**src/rtl/n1_ir_pkg.sv**
```systemverilog
`default_nettype none
// ============================================================================
// Module      : n1_ir_pkg
// Description : Shared definitions for the N1 instruction register: opcode
//               class encoding, fixed forced opcodes and field bit positions.
// Revision    : 1.0 - initial release
// ============================================================================
package n1_ir_pkg;

    localparam logic [15:0] NOP_OPC   = 16'h0000;
    localparam logic [15:0] DROP_OPC  = 16'h0002;
    localparam logic [15:0] ZCALL_OPC = 16'hC000;

    // Field bit positions inside the 16-bit opcode
    localparam int EOW_BIT     = 0;
    localparam int MEM_RD_BIT  = 12;
    localparam int MEM_DIR_BIT = 11;

    typedef enum logic [2:0] {
        CLS_ALU  = 3'd0,   // 000
        CLS_MEM  = 3'd1,   // 001
        CLS_LIT  = 3'd2,   // 010
        CLS_BRA  = 3'd3,   // 011
        CLS_JUMP = 3'd4,   // 10
        CLS_CALL = 3'd5    // 11
    } opc_class_t;

    // JUMP/CALL use a 2-bit prefix, the rest a 3-bit prefix.
    function automatic opc_class_t opc_class(input logic [15:0] opc);
        opc_class_t cls;
        if (opc[15]) begin
            cls = opc[14] ? CLS_CALL : CLS_JUMP;
        end else begin
            case (opc[14:13])
                2'b00:   cls = CLS_ALU;
                2'b01:   cls = CLS_MEM;
                2'b10:   cls = CLS_LIT;
                default: cls = CLS_BRA;
            endcase
        end
        return cls;
    endfunction

endpackage
`default_nettype wire

```
**src/rtl/n1_ir_dec.sv**
```systemverilog
`default_nettype none
// ============================================================================
// Module      : n1_ir_dec
// Description : Purely combinational opcode decoder. Maps the current IR to
//               flow-control flags and operand fields.
// Ports       : opc_i            - opcode to decode
//               eow_o ... madr_sel_o - flow-control flags
//               adr_o            - jump/call/branch target (zero-extended)
//               lit_o            - literal value
//               alu_opc_o        - ALU/stack operation field
// Revision    : 1.0 - initial release
// ============================================================================
module n1_ir_dec
    import n1_ir_pkg::*;
(
    input  logic [15:0] opc_i,
    output logic        eow_o,
    output logic        eow_postpone_o,
    output logic        jump_or_call_o,
    output logic        bra_o,
    output logic        scyc_o,
    output logic        mem_o,
    output logic        mem_rd_o,
    output logic        madr_sel_o,
    output logic [13:0] adr_o,
    output logic [12:0] lit_o,
    output logic [11:0] alu_opc_o
);

    opc_class_t cls;
    logic       is_alu;
    logic       is_mem;
    logic       is_lit;

    always_comb begin
        cls    = opc_class(opc_i);
        is_alu = (cls == CLS_ALU);
        is_mem = (cls == CLS_MEM);
        is_lit = (cls == CLS_LIT);

        eow_o          = (is_alu | is_mem) & opc_i[EOW_BIT];
        // A memory access needs an extra cycle, so its end-of-word is deferred.
        eow_postpone_o = is_mem & opc_i[EOW_BIT];
        jump_or_call_o = (cls == CLS_JUMP) | (cls == CLS_CALL);
        bra_o          = (cls == CLS_BRA);
        scyc_o         = is_lit | is_alu;
        mem_o          = is_mem;
        mem_rd_o       = is_mem & opc_i[MEM_RD_BIT];
        madr_sel_o     = is_mem & opc_i[MEM_DIR_BIT];

        adr_o     = 14'h0000;
        lit_o     = 13'h0000;
        alu_opc_o = 12'h000;
        case (cls)
            CLS_JUMP, CLS_CALL: adr_o     = opc_i[13:0];
            CLS_BRA:            adr_o     = {1'b0, opc_i[12:0]};
            CLS_LIT:            lit_o     = opc_i[12:0];
            CLS_ALU:            alu_opc_o = opc_i[12:1];
            default:            ;
        endcase
    end

endmodule
`default_nettype wire

```
**src/rtl/n1_ir.sv**
```systemverilog
`default_nettype none
// ============================================================================
// Module      : n1_ir
// Description : N1 instruction register. Captures opcodes from the program
//               bus, keeps one stashed prefetch word, injects forced opcodes
//               and decodes the current IR for FC, PAGU, PRS and ALU.
// Ports       : clk_i, sync_rst_i        - clock, sync active-high reset
//               pbus_dat_i               - program bus read data
//               fc2ir_*_i                - load/force commands from FC
//               prs2ir_ps0_i             - CALL target for force_call
//               ir2fc_*_o                - decode flags
//               ir2pagu_adr_o, ir2prs_lit_o, ir2alu_opc_o - operand fields
//               prb_ir_o, prb_ir_stash_o, prb_ir_stash_vld_o - probes
// Revision    : 1.0 - initial release
// ============================================================================
module n1_ir
    import n1_ir_pkg::*;
(
    input  logic        clk_i,
    input  logic        sync_rst_i,
    input  logic [15:0] pbus_dat_i,
    input  logic        fc2ir_capture_i,
    input  logic        fc2ir_stash_i,
    input  logic        fc2ir_expend_i,
    input  logic        fc2ir_force_eow_i,
    input  logic        fc2ir_force_0call_i,
    input  logic        fc2ir_force_call_i,
    input  logic        fc2ir_force_drop_i,
    input  logic        fc2ir_force_nop_i,
    input  logic [13:0] prs2ir_ps0_i,
    output logic        ir2fc_eow_o,
    output logic        ir2fc_eow_postpone_o,
    output logic        ir2fc_jump_or_call_o,
    output logic        ir2fc_bra_o,
    output logic        ir2fc_scyc_o,
    output logic        ir2fc_mem_o,
    output logic        ir2fc_mem_rd_o,
    output logic        ir2fc_madr_sel_o,
    output logic [13:0] ir2pagu_adr_o,
    output logic [12:0] ir2prs_lit_o,
    output logic [11:0] ir2alu_opc_o,
    output logic [15:0] prb_ir_o,
    output logic [15:0] prb_ir_stash_o,
    output logic        prb_ir_stash_vld_o
);

    logic [15:0] ir_q,    ir_d;
    logic [15:0] stash_q, stash_d;
    logic        stash_vld_q, stash_vld_d;
    logic [15:0] sel_opc;
    logic        force_load;
    logic        stash_block;

    always_comb begin
        force_load  = fc2ir_force_0call_i | fc2ir_force_call_i |
                      fc2ir_force_drop_i  | fc2ir_force_nop_i;
        stash_block = force_load | fc2ir_force_eow_i | fc2ir_capture_i;

        if (fc2ir_force_0call_i)      sel_opc = ZCALL_OPC;
        else if (fc2ir_force_call_i)  sel_opc = {2'b11, prs2ir_ps0_i};
        else if (fc2ir_force_drop_i)  sel_opc = DROP_OPC;
        else if (fc2ir_force_nop_i)   sel_opc = NOP_OPC;
        else if (fc2ir_expend_i)      sel_opc = stash_vld_q ? stash_q : NOP_OPC;
        else if (fc2ir_capture_i)     sel_opc = pbus_dat_i;
        else                          sel_opc = ir_q;

        // EOW is a field only in the ALU and MEM classes (prefix 00x).
        ir_d = sel_opc;
        if (fc2ir_force_eow_i && (sel_opc[15:14] == 2'b00)) begin
            ir_d[EOW_BIT] = 1'b1;
        end

        // The stash is consumed only when expend actually wins the IR mux;
        // a new stash in the same cycle refills it.
        stash_d     = stash_q;
        stash_vld_d = stash_vld_q;
        if (fc2ir_expend_i && !force_load) begin
            stash_vld_d = 1'b0;
        end
        if (fc2ir_stash_i && !stash_block) begin
            stash_d     = pbus_dat_i;
            stash_vld_d = 1'b1;
        end
    end

    always_ff @(posedge clk_i) begin
        if (sync_rst_i) begin
            ir_q        <= NOP_OPC;
            stash_q     <= 16'h0000;
            stash_vld_q <= 1'b0;
        end else begin
            ir_q        <= ir_d;
            stash_q     <= stash_d;
            stash_vld_q <= stash_vld_d;
        end
    end

    n1_ir_dec u_dec (
        .opc_i          (ir_q),
        .eow_o          (ir2fc_eow_o),
        .eow_postpone_o (ir2fc_eow_postpone_o),
        .jump_or_call_o (ir2fc_jump_or_call_o),
        .bra_o          (ir2fc_bra_o),
        .scyc_o         (ir2fc_scyc_o),
        .mem_o          (ir2fc_mem_o),
        .mem_rd_o       (ir2fc_mem_rd_o),
        .madr_sel_o     (ir2fc_madr_sel_o),
        .adr_o          (ir2pagu_adr_o),
        .lit_o          (ir2prs_lit_o),
        .alu_opc_o      (ir2alu_opc_o)
    );

    assign prb_ir_o           = ir_q;
    assign prb_ir_stash_o     = stash_q;
    assign prb_ir_stash_vld_o = stash_vld_q;

endmodule
`default_nettype wire

```
**config.mk**
```make
export PLATFORM = sky130hd
export DESIGN_NAME = n1_ir
export DESIGN_NICKNAME = d
export VERILOG_FILES = /design/src/rtl/n1_ir_pkg.sv /design/src/rtl/n1_ir_dec.sv /design/src/rtl/n1_ir.sv
export SDC_FILE = /design/constraint.sdc
export NUM_CORES = 1
export LEC_CHECK = 0
export CORE_UTILIZATION = 30
export CTS_BUF_LIST = sky130_fd_sc_hd__clkbuf_4
export CTS_CLUSTER_SIZE = 25
export DETAILED_ROUTE_END_ITERATION = 12
export HOLD_SLACK_MARGIN = 0.12
export PLACE_DENSITY = 0.7
export RECOVER_POWER = 50
export SYNTH_ARGS = -nofsm -noshare
export SYNTH_HDL_FRONTEND = slang
export SYNTH_HIERARCHICAL = 1
export SYNTH_SLANG_ARGS = --single-unit
```
**constraint.sdc**
```tcl
create_clock -name clk_i -period 1.4 [get_ports clk_i]
set_input_delay 0.28 -clock clk_i [delete_from_list [all_inputs] [get_ports clk_i]]
set_output_delay 0.28 -clock clk_i [all_outputs]
set_load 0.005 [all_outputs]
```
Yosys cells after proc, flatten, opt, wreduce, memory -nomap -nowiden
Cells that the tools add are included.

Register bits: 33. Latch bits: 0. Memory bits (writable): 0. ROM bits: 0. Input bits: 40. Word-level logic and storage cells: 53. Memories kept: 0.

$add $sub $neg: 0. Multipliers: 0. Divide/modulo/power cells: 0. $lt $le $gt $ge: 0. Eq/ne operators: 7. Shifts and indexed selects: 0. Multiplexer cells: 16. Bitwise logic cells: 12. Reduce and logical (&&, ||, !) cells: 13.

Operators with widths (count): $mux 16 (7); $pmux 14 s2 (1); $mux 13 (1); $mux 12 (1); $or 1x1->1 (8); $reduce_bool 7->1 (1); $eq 3x2->1 const B (2); $eq 3x3->1 const B (2); $pmux 2 s3 (1); $reduce_bool 5->1 (1); $and 1x1->1 (4); $logic_not 2->1 (2); $mux 1 (4); $reduce_or 2->1 (2); $eq 3x1->1 const B (1); $logic_and 1x1->1 (3); $logic_not 3->1 (1); $mux 3 (1); $eq 2x1->1 const B (1); $eq 2x2->1 const B (1); $logic_not 1->1 (2); $reduce_bool 2->1 (1).

Longest topological paths before layout
Gate-level depths: netlist of the first run.

Word-level depth: 9. Mapped depth: 7. Depth with buffers taken out: 4.

Cells and area by module
Netlist of the first run, hierarchy kept.

By module, submodules not included: n1_ir (times used 1, cells an instance 190, area an instance 1580.3 um2); n1_ir_dec (times used 1, cells an instance 55, area an instance 355.3 um2).

Worst setup path after synthesis of the first run
OpenSTA, ideal clock, no wires.

Path kind: input port to flip-flop. Start point: in fc2ir_force_call_i. End point: reg ir_q[11] (netlist: prb_ir_o[11]). Library setup time: 0.132 ns. Data arrival time: 1.331 ns. Data required time: 1.268 ns. Setup slack: -0.063 ns. Stages: 6. Buffers on the path: 2. Cells stage by stage: buf_6 or3_4 or3_4 buf_6 nor2_1 nor3_1.

Cells in the longest elaborated chain, start to end: 1. Elaborated cells on any way between the ends: 2. Those cells by class: mux: 1; reduce/logical: 1.

RTL lines: start: declaration (line n1_ir.sv:27) `input logic fc2ir_force_call_i,`; $reduce_bool 5->1 (no line) / $mux 16 (equally long branches); end signal: assignment (line n1_ir.sv:92) `ir_q <= ir_d;`; end: declaration (line n1_ir.sv:47) `logic [15:0] ir_q, ir_d;`.

Several ways; a longest one is shown, not always the timed one. A chain may end at the register's enable or synchronous reset.

Final worst setup path of the first run
Start point: reg ir_q[13] (netlist: prb_ir_o[13]). End point: out ir2alu_opc_o[5].

Cells in the longest elaborated chain, start to end: 5. Elaborated cells on any way between the ends: 7. Those cells by class: eq/ne: 2; mux: 3; reduce/logical: 2.

RTL lines: $eq 2x2->1 (tied with other cells) (line n1_ir_pkg.sv:34) `case (opc[14:13])`; $pmux 2 s3 * (line n1_ir_pkg.sv:34); $mux 3 * (line n1_ir_pkg.sv:31) `if (opc[15]) begin`; $logic_not 3->1 * (line n1_ir_dec.sv:54) `case (cls)`; $mux 12 * (line n1_ir_dec.sv:54); end: declaration (line n1_ir.sv:41) `output logic [11:0] ir2alu_opc_o,`.

Mark *: on every way between the ends. The rest lies on a longest branch, timed or not.

==> results of run 1 <==
-- sequential cells by signal, summed over array words and instances (netlist names) --
| register | count |
|---|---|
| prb_ir_stash_vld_o | 1 |
| prb_ir_stash_o | 16 |
| prb_ir_o | 16 |
-- final timing paths --
check	slack, ns	cells after the start	to	startpoint
min reg2reg	0.53	2	prb_ir_stash_o[4]	prb_ir_stash_o[4]
max reg2reg	-0.02	6	prb_ir_o[0]	prb_ir_o[14]
max	-0.41	6	ir2alu_opc_o[5]	prb_ir_o[13]
min	0.45	4	prb_ir_o[1]	fc2ir_force_call_i
-- layout by cell type, fill, tap and decap left out, types with 3 or more instances in the layout --
| master | synthesis | routed |
|---|---|---|
| and3_1 | 5 | 4 |
| nor3_1 | 15 | 15 |
| dfxtp_4 | 0 | 7 |
| a21oi_1 | 7 | 5 |
| clkbuf_2 | 2 | 5 |
| a22oi_1 | 24 | 24 |
| and2_4 | 0 | 16 |
| nand2_1 | 13 | 13 |
| buf_6 | 3 | 40 |
| buf_4 | 4 | 61 |
| dlymetal6s2s_1 | 0 | 3 |
| nor2_1 | 46 | 45 |
| clkbuf_4 | 0 | 5 |
| dlygate4sd2_1 | 0 | 32 |
| and2_1 | 28 | 12 |
| nor2b_1 | 12 | 10 |
| mux2i_1 | 17 | 17 |
| clkdlybuf4s50_1 | 0 | 33 |
| dfxtp_1 | 33 | 25 |
| buf_2 | 3 | 31 |
-- final cells by class --
cell class	instances	area, um^2	area share (%)
clock buffer	5	37.5	0.960
clock inverter	3	17.5	0.448
inverter	2	7.51	0.192
multi-input combinational	189	1250	32.0
sequential	33	688	17.6
tap	75	93.8	2.40
timing repair buffer	210	1810	46.4
-- power by group --
group	internal, mW	switching [mW]	leakage (nW)
clock	0.189	0.331	0.0310
combinational	0.392	0.255	1.81
sequential	0.953	0.0237	0.273
total	1.53	0.610	2.11
-- stage by stage --
step / cell area (um^2) / power (mW) / TNS [ns] / worst slack [ns] / hold slack (ns)
floorplan: 1940 / 1.19 / -0.569 / -0.0632 / 0.424
global placement: 3410 / 1.50 / -25.10 / -0.480 / 0.512
detailed placement: 3410 / 1.51 / -25.81 / -0.482 / 0.516
CTS: 3860 / 2.13 / -14.18 / -0.429 / 0.516
global route: 3910 / 2.26 / -18.83 / -0.481 / 0.474
finish: 3910 / 2.15 / -14.74 / -0.413 / 0.453
-- cells by family after synthesis --
| logic type | synth area share (%) |
|---|---|
| and+or+nand+nor | 35.6 |
| AOI/OAI and AO/OA | 13.6 |
| buffers and inverters | 6.72 |
| muxes | 9.95 |
| DFF | 34.1 |
-- routing by layer --
layer  track usage [%]  routed length (um)
met1              25.6                2970
met2              42.3                3970
met3              4.62                 570
met4              6.84                 130
met5                 0                   0
-- timing repair --
item / in CTS / in global routing
gates cloned: 5 / 0
pin swaps: 31 / 11
buffers inserted: 43 / 7
setup endpoints to repair: 110 / 62
gates resized for setup: 303 / 38
-- critical path, cell delays in order, from the launching register on --
cell	delay [ns]
dfxtp_4	0.38
buf_6	0.12
nor3_4	0.22
buf_6	0.13
buf_6	0.11
and2_4	0.14
buf_6	0.09
==> reports/metrics.csv, run 1 <==
stage,metric,value,unit
status,status,"complete, but fails checks",
status,failing checks,setup timing,
cts,clk sinks,33,
global_routing,largest net degree at the start of global routing,20,
critical_path,data arrival time of the worst path,1.53,ns
synthesis,Main synth FF type,dfxtp_1,
floorplan,die height,82.3,um
pwr,Peak VDD IR,475,uV
critical_path,Crit Path Max Fanout,5,
cts,Root Buffer,clkbuf_4,
layout,"Core Util, Final",64.5,%
sta,count of pins over their slew limit,0,
synthesis,"Cell Area, Synth",0.00194,mm^2
pwr,leakage power,2.11,nW
floorplan,Initial Util,31.9,%
sta,"Hold Violations, Final",0,
cts,clock buffer depth,2,
cts,CTS tree,done,
sta,Period minus WS final,1.81,ns
critical_path,Worst Setup Path Type,reg2out,
route,drt wl/cell,14.8,um
route,Starting DRT DRC Count,116,
sta,Slew @ Worst Pin,0.269,ns
route,DRC violations left,0,
placed_design,DPL Wire Length,5.02,mm
sta,final setup margin,-0.413,ns
synthesis,Synth Instances,245,
sta,"Setup violations, final",54,
critical_path,CP endpoint kind,primary output,
global_routing,global-route wire length before repair,11.4,mm
global_routing,vias in the first global route,2376,
synthesis,Synth Net Count,285,
critical_path,crit start category,register,
critical_path,Critical Path RT,1.12,ns
route,Post-DRT Antenna Nets,0,
layout,Fill cells,567,
min_path,worst min path class,in2reg,
route,via count,2480,
placed_design,RD Place Congestion,0.850,
cts,CTS H-Tree Depth,2,
placed_design,PortBufs,119,
cts,Num CTS Buffers,5,
route,DR pass1 iterations,4,
floorplan,die width,82.3,um
sta,worst slew margin relative to its limit,82.0,%
layout,Area Growth Syn to Fin,102,%
sta,clock skew,0.00733,ns
synthesis,Seq cells post-synth,33,
placed_design,Post-Place Cells,456,
layout,layout cell share with drive strength beyond 1,42.1,%
global_routing,initial antenna violation count,0,
synthesis,Synth area leaders,"dfxtp_1 (34%), a22oi_1 (9.3%), and2_1 (9.0%), nor2_1 (8.9%), mux2i_1 (8.8%)",
synthesis,Synth area leader,dfxtp_1,
layout,antenna cell count,0,
layout,Post-Layout Cell Count,517,
cts,clock transition at the registers of the reported paths,0.11,ns
synthesis,most frequent cell after synthesis,nor2_1,
synthesis,Mean Syn Cell Area,7.90,um^2
synthesis,Synth cell types,34,
sta,RSZ-0062 raised after global routing,true,
floorplan,core area,0.00606,mm^2
layout,nets,481,
sta,final cycle utilization of the critical path,130,%
pwr,PD cells,549,mW/mm^2
floorplan,io pins,120,
route,Total Wirelength,7.65,mm
job,max cap viols,0,
cts,"Hold-fix buffers, CTS",0,
floorplan,Std-Cell Rows,28,
synthesis,share of the synthesized area in the top cell type,34.1,%
global_routing,total track usage,22.7,%
floorplan,DIE AREA,0.00678,mm^2
synthesis,sequential area share after synthesis,34.1,%
sta,Max Clk Rate,0.551,GHz
synthesis,Synth async-reset ratio,0,%
synthesis,number of flops mapped to enable cells by yosys,0,
cts,later-pin clock latency in the skew report,0.34,ns
route,vias per cell,4.80,
synthesis,synth cell count leaders,"nor2_1 (46), dfxtp_1 (33), and2_1 (28), a22oi_1 (24), mux2i_1 (17)",
global_routing,grt ovf,0,
synthesis,Yosys warnings,6,
Note: power is estimated with default switching activity, not from simulation.
==> run 2, diff against run 1 <==
--- a/config.mk
+++ b/config.mk
@@ -10,7 +10,7 @@
 export CTS_CLUSTER_SIZE = 25
 export DETAILED_ROUTE_END_ITERATION = 12
 export HOLD_SLACK_MARGIN = 0.12
-export PLACE_DENSITY = 0.7
+export PLACE_DENSITY = 0.67
 export RECOVER_POWER = 50
 export SYNTH_ARGS = -nofsm -noshare
 export SYNTH_HDL_FRONTEND = slang
==> constraint.sdc (replaced) <==
create_clock -name clk_i -period 1.85 [get_ports clk_i]
set_input_delay 0.37 -clock clk_i [delete_from_list [all_inputs] [get_ports clk_i]]
set_output_delay 0.37 -clock clk_i [all_outputs]
set_load 0.005 [all_outputs]
==> run 2 against run 1 <==
The run still ends with setup timing left; worst setup slack improved by 0.30 ns; total power decreased by 26%; wire length decreased by 13%; design area decreased by 7.3%; clock skew increased by 0.0076 ns; register-to-register slack improved by 0.30 ns; critical path type unchanged; largest cell class unchanged; highest routed layer unchanged.
==> reports/metrics.csv, run 2 (synthesized netlist as in run 1, its figures left out) <==
stage,metric,value,unit,change
status,status,"complete, but fails checks",,unchanged
status,failing checks,setup timing,,unchanged
sta,Max Clk Rate,0.509,GHz,
cts,CTS tree,done,,unchanged
cts,Num CTS Buffers,5,,unchanged
sta,worst slew margin relative to its limit,76.2,%,was 82.0%
critical_path,critical path's most frequent cell,buf_6,,unchanged
layout,layout cell share with drive strength beyond 1,29.6,%,was 42.1%
floorplan,Std-Cell Rows,28,,unchanged
pwr,leakage power,1.77,nW,was 2.11 nW
layout,Area Growth Syn to Fin,87.2,%,was 102%
floorplan,Initial Util,31.9,%,unchanged
critical_path,Slowest Stage Delay on Critical Path,0.34,ns,was 0.38 ns
sta,"Hold Violations, Final",0,,unchanged
route,via count,2258,,was 2480
global_routing,initial antenna violation count,0,,unchanged
pwr,Clock power frac,24.0,%,was 24.3%
global_routing,global-route wire length before repair,9.43,mm,was 11.4 mm
sta,count of pins over their slew limit,0,,unchanged
pwr,switching pwr,0.423,mW,was 0.610 mW
route,drt wl/cell,14.1,um,was 14.8 um
critical_path,crit path from,prb_ir_o[15],,was prb_ir_o[13]
cts,clock transition at the registers of the reported paths,0.09,ns,was 0.11 ns
placed_design,PortBufs,119,,unchanged
critical_path,worst-path cell chain,"buf_8, nor3b_4, buf_6, buf_6, buf_6, and2_4, buf_6",,"was buf_6, nor3_4, buf_6, buf_6, and2_4, buf_6"
floorplan,io pins,120,,unchanged
cts,"Hold-fix buffers, CTS",0,,unchanged
placed_design,DPL Wire Length,4.68,mm,was 5.02 mm
sta,sum of negative setup slack,-1.18,ns,was -14.74 ns
pwr,sw frac,26.6,%,was 28.5%
cts,CTS H-Tree Depth,2,,unchanged
route,DRC violations left,0,,unchanged
floorplan,DIE AREA,0.00678,mm^2,unchanged
global_routing,grt ovf,0,,unchanged
layout,antenna cell count,0,,unchanged
sta,Slew @ Worst Pin,0.348,ns,was 0.269 ns
critical_path,Critical path buffers and inverters,5,,was 4
sta,clock skew,0.0150,ns,was 0.00733 ns
pwr,PD cells,439,mW/mm^2,was 549 mW/mm^2
global_routing,largest net degree at the start of global routing,25,,was 20
sta,"Setup violations, final",19,,was 54
critical_path,cell family with most CP delay,buffers and inverters,,unchanged
pwr,power share of the combinational group,29.1,%,was 30.2%
critical_path,CP endpoint kind,primary output,,unchanged
sta,RSZ-0062 raised after global routing,true,,unchanged
route,vias per cell,4.76,,was 4.80
critical_path,Crit Path Max Fanout,5,,unchanged
sta,final cycle utilization of the critical path,106,%,
sta,Period minus WS final,1.96,ns,
placed_design,RD Place Congestion,0.828,,was 0.850
cts,later-pin clock latency in the skew report,0.34,ns,about the same
critical_path,Critical Path RT,1.48,ns,was 1.12 ns
pwr,Flop pwr share,46.8,%,was 45.5%
route,DR pass1 iterations,4,,unchanged
floorplan,die width,82.3,um,unchanged
critical_path,CP max-delay cell,dfxtp_2,,was dfxtp_4
critical_path,data arrival time of the worst path,1.59,ns,was 1.53 ns
layout,nets,439,,was 481
route,Post-DRT Antenna Nets,0,,unchanged
layout,Fill cells,577,,was 567
placed_design,dpl ws,-0.193,ns,was -0.482 ns
route,Starting DRT DRC Count,82,,was 116
critical_path,crit start category,register,,unchanged
job,max cap viols,0,,unchanged
sta,final setup margin,-0.113,ns,was -0.413 ns
pwr,internal power contribution,1.17,mW,was 1.53 mW
critical_path,Worst Setup Path Type,reg2out,,unchanged
layout,"commonest non-fill, non-tap cell in the layout",clkdlybuf4s50_1,,was buf_4
global_routing,vias in the first global route,1940,,was 2376
route,Total Wirelength,6.67,mm,was 7.65 mm
critical_path,worst r2r src,prb_ir_o[14],,unchanged
cts,clock buffer depth,2,,unchanged
min_path,HP Start,prb_ir_stash_o[14],,was fc2ir_force_call_i
cts,clk sinks,33,,unchanged
pwr,Peak VDD IR,295,uV,was 475 uV
floorplan,die height,82.3,um,unchanged
global_routing,total track usage,18.6,%,was 22.7%
min_path,worst min path class,reg2reg,,was in2reg
cts,Root Buffer,clkbuf_4,,unchanged
layout,most frequent cells in the layout,"clkdlybuf4s50_1 (54), nor2_1 (45), buf_6 (37)",,"was buf_4 (61), nor2_1 (45), buf_6 (40)"
floorplan,core area,0.00606,mm^2,unchanged
## run 2: cell types whose count changed in the layout (fill, tap and decap cells not counted), sizes merged, moves of 2 or more
cell	change
buf	-62
clkbuf	+9
clkdlybuf4s50	+21
dlymetal6s2s	-2
dlygate4sd2	-25
dlygate4sd3	+18
## run 2: path summary, 6_finish.rpt
check	to	slack (ns)	cells past startpoint
max	ir2prs_lit_o[8]	-0.11	7
min	prb_ir_stash_o[14]	0.52	2
max reg2reg	prb_ir_o[0]	0.28	7
min reg2reg	prb_ir_stash_o[14]	0.52	2
## run 2: repair_timing
item                       4_1_cts  5_1_grt
gates resized for setup        159       54
setup buffers                   22        2
setup endpoints to repair       45       37
gates cloned                     2        1
pin swaps                        7        3
## run 2: power by group through the flow
stage / Combinational (mW) / Sequential (mW) / Clock, mW
2_1_floorplan: 0.138 / 0.759 / 0
3_3_place_gp: 0.356 / 0.759 / 0
3_5_place_dp: 0.357 / 0.759 / 0
4_1_cts: 0.442 / 0.745 / 0.396
5_1_grt: 0.499 / 0.749 / 0.424
6_report: 0.464 / 0.745 / 0.382
## run 2: metrics by stage
stage          cell area [um^2]  instances  power [mW]  util, %  hold WS [ns]
6_report                   3620        474        1.59     59.8         0.517
5_1_grt                    3620        474        1.67     59.8         0.565
4_1_cts                    3510        471        1.58     58.0         0.536
3_5_place_dp               3290        440        1.12     54.3         0.516
3_3_place_gp               3290        440        1.11     54.3         0.507
2_1_floorplan              1940        245       0.897        -         0.487
## run 2: cell type report
class | instances | area (um^2) | share of cell area [%]
repair buffers | 168 | 1600 | 44.2
multi-input cells | 189 | 1210 | 33.4
flip-flops and latches | 33 | 664 | 18.3
well taps | 75 | 93.8 | 2.59
clock buffers | 6 | 45.0 | 1.24
inverters | 2 | 7.51 | 0.207
clock inverters | 1 | 3.75 | 0.104
## run 2: worst reg2reg max path, delay by kind of cell, from the launching register on
kind	cells	cell delay, ns
DFF	1	0.34
AOI/OAI and AO/OA	2	0.31
and+or+nand+nor	1	0.20
muxes	1	0.25
buffers and inverters	3	0.40
## run 2: layer usage
metal  global-route usage, %  share of wire [%]  vias to the layer above
met3                    5.05                8.3                       10
li1                        -                  -                     1141
met1                    23.7                 43                     1017
met5                       0                  0                        -
met4                    5.09                1.5                        0
met2                    30.6                 47                       90
